### src/rtl/calc_pkg.sv
// Shared key codes, state encoding and operator encoding for the calculator sequencer.
// Operator codes double as the ALU opcode.
package calc_pkg;

    typedef enum logic [2:0] {
        ST_INITIAL   = 3'd0,
        ST_OPERAND_F = 3'd1,
        ST_OPERATION = 3'd2,
        ST_OPERAND_S = 3'd3,
        ST_RESULT    = 3'd4,
        ST_ERROR     = 3'd5
    } state_e;

    typedef enum logic [1:0] {
        OP_ADD = 2'd0,
        OP_SUB = 2'd1,
        OP_MUL = 2'd2,
        OP_DIV = 2'd3
    } op_e;

    localparam logic [3:0] KEY_ADD   = 4'hA;
    localparam logic [3:0] KEY_SUB   = 4'hB;
    localparam logic [3:0] KEY_MUL   = 4'hC;
    localparam logic [3:0] KEY_DIV   = 4'hD;
    localparam logic [3:0] KEY_EQUAL = 4'hE;
    localparam logic [3:0] KEY_CLEAR = 4'hF;

    function automatic logic is_digit(input logic [3:0] key);
        return key <= 4'd9;
    endfunction

    function automatic logic is_operator(input logic [3:0] key);
        return (key >= KEY_ADD) && (key <= KEY_DIV);
    endfunction

    function automatic op_e key_to_op(input logic [3:0] key);
        op_e op;
        case (key)
            KEY_SUB: op = OP_SUB;
            KEY_MUL: op = OP_MUL;
            KEY_DIV: op = OP_DIV;
            default: op = OP_ADD;
        endcase
        return op;
    endfunction

endpackage

### src/rtl/calc_alu.sv
// Combinational unsigned ALU; results wrap modulo 2^WIDTH.
// A zero divisor passes operand a through and raises div_by_zero.
module calc_alu
    import calc_pkg::*;
#(
    parameter int WIDTH = 32
) (
    input  logic [WIDTH-1:0] a,
    input  logic [WIDTH-1:0] b,
    input  op_e              op,
    output logic [WIDTH-1:0] result,
    output logic             div_by_zero
);

    always_comb begin
        result      = a;
        div_by_zero = 1'b0;
        case (op)
            OP_ADD: result = a + b;
            OP_SUB: result = a - b;
            OP_MUL: result = a * b;
            OP_DIV: begin
                if (b == '0) begin
                    div_by_zero = 1'b1;
                end else begin
                    result = a / b;
                end
            end
            default: result = a;
        endcase
    end

endmodule

### src/rtl/calc_sequencer.sv
// Keypad calculator sequencer: edge-detects key presses, runs the entry FSM and
// holds both operands; arithmetic is delegated to calc_alu.
//
// state        | meaning
// INITIAL      | waiting for first digit
// OPERAND_F    | entering first operand
// OPERATION    | operator latched, waiting for second operand
// OPERAND_S    | entering second operand (display shows it)
// RESULT       | result in operand_f, '=' repeats last op
// ERROR        | division by zero, only clear accepted
module calc_sequencer
    import calc_pkg::*;
#(
    parameter int WIDTH      = 32,
    parameter int MAX_DIGITS = 9
) (
    input  logic             clock,
    input  logic             reset,
    input  logic [3:0]       button,
    input  logic             is_pressed_next,
    output logic [WIDTH-1:0] operand_f,
    output logic [WIDTH-1:0] operand_s,
    output logic             show_second,
    output logic             error,
    output logic [2:0]       state
);

    localparam int CW = $clog2(MAX_DIGITS + 1);
    localparam logic [CW-1:0] MAX_CNT = CW'(MAX_DIGITS);
    localparam logic [CW-1:0] ONE_CNT = CW'(1);

    state_e           state_q, state_d;
    op_e              op_q, op_d;
    logic [WIDTH-1:0] operand_f_q, operand_f_d;
    logic [WIDTH-1:0] operand_s_q, operand_s_d;
    logic [CW-1:0]    count_q, count_d;
    logic             prev_q;

    logic             press;
    logic [WIDTH-1:0] digit_val;
    logic [WIDTH-1:0] accum_f;
    logic [WIDTH-1:0] accum_s;
    logic [WIDTH-1:0] alu_result;
    logic             alu_div_zero;
    logic             can_accum;

    calc_alu #(.WIDTH(WIDTH)) u_alu (
        .a           (operand_f_q),
        .b           (operand_s_q),
        .op          (op_q),
        .result      (alu_result),
        .div_by_zero (alu_div_zero)
    );

    assign press     = is_pressed_next & ~prev_q;
    assign digit_val = {{(WIDTH-4){1'b0}}, button};
    assign accum_f   = operand_f_q * WIDTH'(10) + digit_val;
    assign accum_s   = operand_s_q * WIDTH'(10) + digit_val;
    assign can_accum = count_q < MAX_CNT;

    always_comb begin
        state_d     = state_q;
        op_d        = op_q;
        operand_f_d = operand_f_q;
        operand_s_d = operand_s_q;
        count_d     = count_q;

        if (press && button == KEY_CLEAR) begin
            state_d     = ST_INITIAL;
            op_d        = OP_ADD;
            operand_f_d = '0;
            operand_s_d = '0;
            count_d     = '0;
        end else begin
            case (state_q)
                ST_INITIAL: begin
                    if (press && is_digit(button)) begin
                        operand_f_d = digit_val;
                        count_d     = ONE_CNT;
                        state_d     = ST_OPERAND_F;
                    end
                end
                ST_OPERAND_F: begin
                    if (press && is_digit(button) && can_accum) begin
                        operand_f_d = accum_f;
                        count_d     = count_q + ONE_CNT;
                    end else if (press && is_operator(button)) begin
                        op_d    = key_to_op(button);
                        state_d = ST_OPERATION;
                    end
                end
                ST_OPERATION: begin
                    if (press && is_operator(button)) begin
                        op_d = key_to_op(button);
                    end else if (press && is_digit(button)) begin
                        operand_s_d = digit_val;
                        count_d     = ONE_CNT;
                        state_d     = ST_OPERAND_S;
                    end
                end
                ST_OPERAND_S: begin
                    if (press && is_digit(button)) begin
                        if (can_accum) begin
                            operand_s_d = accum_s;
                            count_d     = count_q + ONE_CNT;
                        end
                    end else if (press && alu_div_zero) begin
                        state_d = ST_ERROR;
                    end else if (press && button == KEY_EQUAL) begin
                        operand_f_d = alu_result;
                        state_d     = ST_RESULT;
                    end else if (press && is_operator(button)) begin
                        // Chaining: fold the pending op before latching the new one.
                        operand_f_d = alu_result;
                        operand_s_d = '0;
                        op_d        = key_to_op(button);
                        count_d     = '0;
                        state_d     = ST_OPERATION;
                    end
                end
                ST_RESULT: begin
                    if (press && button == KEY_EQUAL) begin
                        if (alu_div_zero) begin
                            state_d = ST_ERROR;
                        end else begin
                            operand_f_d = alu_result;
                        end
                    end else if (press && is_operator(button)) begin
                        op_d        = key_to_op(button);
                        operand_s_d = '0;
                        count_d     = '0;
                        state_d     = ST_OPERATION;
                    end else if (press && is_digit(button)) begin
                        operand_f_d = digit_val;
                        operand_s_d = '0;
                        count_d     = ONE_CNT;
                        state_d     = ST_OPERAND_F;
                    end
                end
                ST_ERROR: begin
                    state_d = ST_ERROR;
                end
                default: state_d = ST_INITIAL;
            endcase
        end
    end

    always_ff @(posedge clock) begin
        // Tracks the key level even in reset so a held key is not seen as a press on release.
        prev_q <= is_pressed_next;
        if (reset) begin
            state_q     <= ST_INITIAL;
            op_q        <= OP_ADD;
            operand_f_q <= '0;
            operand_s_q <= '0;
            count_q     <= '0;
        end else begin
            state_q     <= state_d;
            op_q        <= op_d;
            operand_f_q <= operand_f_d;
            operand_s_q <= operand_s_d;
            count_q     <= count_d;
        end
    end

    assign operand_f   = operand_f_q;
    assign operand_s   = operand_s_q;
    assign show_second = (state_q == ST_OPERAND_S);
    assign error       = (state_q == ST_ERROR);
    assign state       = state_q;

endmodule

### config.mk
export PLATFORM = sky130hd
export DESIGN_NAME = calc_sequencer
export DESIGN_NICKNAME = d
export VERILOG_FILES = /design/src/rtl/calc_pkg.sv /design/src/rtl/calc_alu.sv /design/src/rtl/calc_sequencer.sv
export SDC_FILE = /design/constraint.sdc
export NUM_CORES = 2
export LEC_CHECK = 0
export CORE_UTILIZATION = 40
export DETAILED_ROUTE_END_ITERATION = 6
export GPL_TIMING_DRIVEN = 1
export PLACE_DENSITY = 0.6
export RECOVER_POWER = 100
export SYNTH_ARGS = -nofsm -noshare
export SYNTH_HDL_FRONTEND = slang
export SYNTH_SLANG_ARGS = --single-unit
### constraint.sdc
create_clock -name clock -period 70 [get_ports clock]
set_input_delay 14 -clock clock [delete_from_list [all_inputs] [get_ports clock]]
set_output_delay 14 -clock clock [all_outputs]
set_load 0.03 [all_outputs]
==> PnR_summary.wiki <==
{| class="wikitable"
! Metric !! Value
|-
| Standard-cell row count || 137
|-
| Sequential cell area fraction in the yosys report || 2.63%
|-
| Final wirelength || 253 mm
|-
| Violated checks || design-rule violations, max-capacitance violations, max-slew violations
|-
| Number of nets in the layout || 9050
|-
| Clock tree from TritonCTS || done
|-
| Post-synth top area cell || sky130_fd_sc_hd__ha_1
|-
| Io pins || 76
|-
| Post-route fraction of the period consumed by the critical path || 95.9%
|-
| Total negative setup slack || 0 ns
|-
| Actual slew at the worst max-slew pin || 2.75 ns
|-
| Clk root buf || sky130_fd_sc_hd__clkbuf_16
|-
| Number of nets in the synthesized netlist || 8945
|-
| Area of all placed cells without fillers || 62100 um^2
|-
| Max cap viols || 26
|-
| Proportion of netlist area held by the largest area contributor || 17.9%
|-
| Pin count of the biggest net entering global routing || 51
|-
| End of the worst register-to-register path || operand_f[0]
|-
| Largest stage delay, worst path || 0.66 ns
|-
| Post-synth EDFFs || 0
|-
| Count of different cell masters after synthesis || 112
|-
| Synthesized area || 56300 um^2
|-
| Area delta synth->final || 10.3%
|-
| Number of filler instances in the final layout || 14500
|-
| Worst Path Max Fanout || 26
|-
| Most common cell type on the critical path || sky130_fd_sc_hd__ha_1
|-
| Path type of the worst setup path || reg -> reg
|-
| Die Ht || 377 um
|-
| Global-route wire length before repair || 374 mm
|-
| TritonCTS sink count || 74
|-
| Die Outline Area || 142000 um^2
|-
| Data required, critical path || 70.30 ns
|-
| Sequential cell area in the final layout || 1500 um^2
|-
| Startpoint class of the critical path || flip-flop
|-
| Share of synthesized flip-flops with an asynchronous set or reset || 0%
|-
| Post-route ant nets || 0
|-
| Slowest cell on the critical path || sky130_fd_sc_hd__a2111oi_4
|-
| Via count of the first global-routing pass || 58100
|-
| Utilization after layout || 44.5%
|-
| Final hold violation count || 0
|-
| Weighted congestion reported at the end of routability-driven placement || 1.04
|-
| Clk Latency, worst-skew pair || 0.40 ns
|-
| CP Capture Type || flip-flop
|-
| Number of H-tree levels || 3
|-
| Worst slew margin || -83.3%
|-
| Quantity of hold-fixing buffers added after cts || 0
|-
| Largest cells by area after synthesis || sky130_fd_sc_hd__ha_1 (18%), sky130_fd_sc_hd__fa_1 (15%), sky130_fd_sc_hd__nand2_1 (6.4%), sky130_fd_sc_hd__xnor2_1 (6.1%), sky130_fd_sc_hd__a21oi_1 (5.0%)
|-
| Synthesis warning total || 0
|-
| Detailed-routing iteration count for the pre-antenna-repair pass || 7
|-
| Hold path depth || 2
|-
| Final setup violation count || 0
|-
| Core area || 140000 um^2
|-
| Outcome || finished, violations left
|-
| Effective utilization at floorplan || 40.3%
|-
| Worst Hold Margin || 0.486 ns
|-
| Placed Instance Area || 60600 um^2
|-
| Number of buffers added by the clock tree synthesis step || 9
|-
| Post-DR wirelength/cell || 26.1 um
|-
| Number of cells on the worst reg-to-reg path || 289
|-
| Routed vias || 60700
|-
| Class of the worst hold path || reg -> reg
|-
| DRC || 6
|-
| Final clock skew || 0.0286 ns
|-
| Most instantiated flip-flop cell in the synthesis netlist || sky130_fd_sc_hd__dfxtp_1
|-
| Area of combinational cells with multiple inputs || 51900 um^2
|-
| GRT Total Usage || 34.7%
|-
| Count of buffers inserted at the top-level ports || 75
|-
| Maximum clock frequency || 14.9 MHz
|-
| Remaining global-route overflow || 0
|-
| Number of pins exceeding their max-slew limit in the final report || 641
|-
| Final HPWL DP || 196 mm
|-
| Starting DRT DRC Count || 6833
|-
| Synthesized area per cell || 7.29 um^2
|-
| Worst reg2reg startpoint || operand_s[31]
|-
| Synthesized instance count || 7719
|-
| Via-to-Cell Ratio || 6.25
|-
| Clock edge transition at the registers on the reported setup and hold paths || 0.07 ns
|-
| Launch instance of the worst min-delay path || count_q[3]
|-
| Number of antenna violations at the first check in global routing || 15
|-
| Max clock buf depth || 2
|-
| Endpoint of the worst hold path || count_q[3]
|-
| Fraction of layout cells with a size suffix above 1 || 9.40%
|-
| Final critical delay including setup and external delays || 67.16 ns
|-
| Endpoint arrival time on the critical path || 67.46 ns
|-
| Die width || 377 um
|-
| Flop and latch count out of synthesis || 74
|-
| Worst R2R Setup Slack || 2.84 ns
|}
## cell type report
| cell class | count | area share, % |
|---|---|---|
| well taps | 1876 | 3.78 |
| inverters | 698 | 4.22 |
| multi-input cells | 6617 | 83.6 |
| clock buffers | 10 | 0.385 |
| clock inverters | 5 | 0.127 |
| diodes | 4 | 0.0161 |
| repair buffers | 424 | 5.43 |
| flip-flops and latches | 74 | 2.41 |
## critical path, delay by kind of cell, from the launching register on
kind	cells	cell delay [ns]
compound gates	142	32.15
xor+xnor	2	0.37
fa+ha+maj	31	10.08
buf+inv	28	4.78
flops	1	0.33
mux	8	2.42
simple gates	78	16.76
## stage by stage
step | cells | setup slack (ns)
after detailed placement | 9663 | -2.64
final | 9708 | 2.84
after global routing | 9704 | -0.389
after global placement | 9662 | -2.10
after CTS | 9680 | 0.0617
after floorplan | 7719 | 2.22
## routing by layer
metal	up-vias	wire [um]	global-route usage [%]
met4	14	14500	16.4
li1	27400	-	-
met2	3238	109000	54.1
met1	29300	104000	45.9
met3	732	25300	6.66
met5	-	96	0
## kinds of logic (layout without fill, tap and decap cells)
logic type	after synthesis	after routing	synth area share [%]
simple gates	2622	2622	21.8
flops	74	74	2.63
compound gates	2064	2065	24.4
buf+inv	1029	1137	7.01
other cells	0	4	0
fa+ha+maj	1219	1219	32.6
xor+xnor	596	596	9.30
mux	115	115	2.21
## how the worst max path moves through the flow
stage / startpoint / endpoint / slack, ns / cells after the start
global placement: operand_s[10] / operand_f[0] / -2.10 / 278
global route: operand_s[31] / operand_f[0] / -0.39 / 292
finish: operand_s[31] / operand_f[0] / 2.84 / 289
detailed placement: operand_s[10] / operand_f[0] / -2.64 / 281
floorplan: operand_s[0] / operand_f[0] / 2.22 / 299
CTS: operand_s[31] / operand_f[0] / 0.06 / 284
## placed cells by master (no fill, tap or decap), drive strengths merged, types with 33 or more instances in the layout
master	count
a211oi	73
a21boi	33
a21o	209
a21oi	566
a22oi	40
a31oi	80
and2	122
and3	47
buf	323
clkbuf	36
dfxtp	74
dlygate4sd3	45
fa	413
ha	806
inv	693
mux2	70
mux2i	45
nand2	965
nand2b	74
nand3	159
nand4	73
nor2	665
nor2b	64
nor3	173
nor4	65
o211ai	82
o21a	142
o21ai	365
o21bai	47
o22ai	45
o31ai	45
or2	52
or3	74
xnor2	389
xor2	206
## flip-flops by register name, indices dropped and copies added (netlist names)
| register | flops |
|---|---|
| operand_f | 32 |
| prev_q | 1 |
| op_q | 2 |
| operand_s | 32 |
| state | 3 |
| count_q | 4 |
## cells in the mapped netlist (18+ instances only)
| library cell | n |
|---|---|
| sky130_fd_sc_hd__nand2_1 | 965 |
| sky130_fd_sc_hd__ha_1 | 806 |
| sky130_fd_sc_hd__inv_1 | 692 |
| sky130_fd_sc_hd__nor2_1 | 663 |
| sky130_fd_sc_hd__a21oi_1 | 559 |
| sky130_fd_sc_hd__fa_1 | 413 |
| sky130_fd_sc_hd__xnor2_1 | 389 |
| sky130_fd_sc_hd__o21ai_0 | 342 |
| sky130_fd_sc_hd__clkbuf_1 | 256 |
| sky130_fd_sc_hd__a21o_1 | 209 |
| sky130_fd_sc_hd__xor2_1 | 206 |
| sky130_fd_sc_hd__nor3_1 | 169 |
| sky130_fd_sc_hd__nand3_1 | 159 |
| sky130_fd_sc_hd__o21a_1 | 141 |
| sky130_fd_sc_hd__and2_1 | 122 |
| sky130_fd_sc_hd__o211ai_1 | 81 |
| sky130_fd_sc_hd__a31oi_1 | 78 |
| sky130_fd_sc_hd__dfxtp_1 | 74 |
| sky130_fd_sc_hd__nand2b_1 | 74 |
| sky130_fd_sc_hd__or3_1 | 74 |
| sky130_fd_sc_hd__nand4_1 | 73 |
| sky130_fd_sc_hd__a211oi_1 | 72 |
| sky130_fd_sc_hd__mux2_2 | 69 |
| sky130_fd_sc_hd__nor2b_1 | 63 |
| sky130_fd_sc_hd__nor4_1 | 56 |
| sky130_fd_sc_hd__or2_2 | 51 |
| sky130_fd_sc_hd__and3_1 | 47 |
| sky130_fd_sc_hd__o21bai_1 | 47 |
| sky130_fd_sc_hd__mux2i_1 | 45 |
| sky130_fd_sc_hd__o22ai_1 | 45 |
| sky130_fd_sc_hd__o31ai_1 | 43 |
| sky130_fd_sc_hd__buf_1 | 41 |
| sky130_fd_sc_hd__a22oi_1 | 40 |
| sky130_fd_sc_hd__a21boi_0 | 31 |
| sky130_fd_sc_hd__buf_2 | 27 |
| sky130_fd_sc_hd__a211o_1 | 25 |
| sky130_fd_sc_hd__a31o_2 | 23 |
| sky130_fd_sc_hd__and4_1 | 22 |
| sky130_fd_sc_hd__o221ai_1 | 22 |
| sky130_fd_sc_hd__a221oi_1 | 21 |
| sky130_fd_sc_hd__o21ai_1 | 20 |
| sky130_fd_sc_hd__a22o_1 | 19 |
| sky130_fd_sc_hd__or4_1 | 18 |
## what timing repair did
item,in CTS,in global routing
pin swaps,2,26
buffers inserted,2,23
resized for setup,37,175
setup endpoints to repair,2,2
gates cloned,0,1
Power is left out: the tool's default activity adds up to more than one toggle a clock period on the data nets, which glitch-free logic cannot reach.
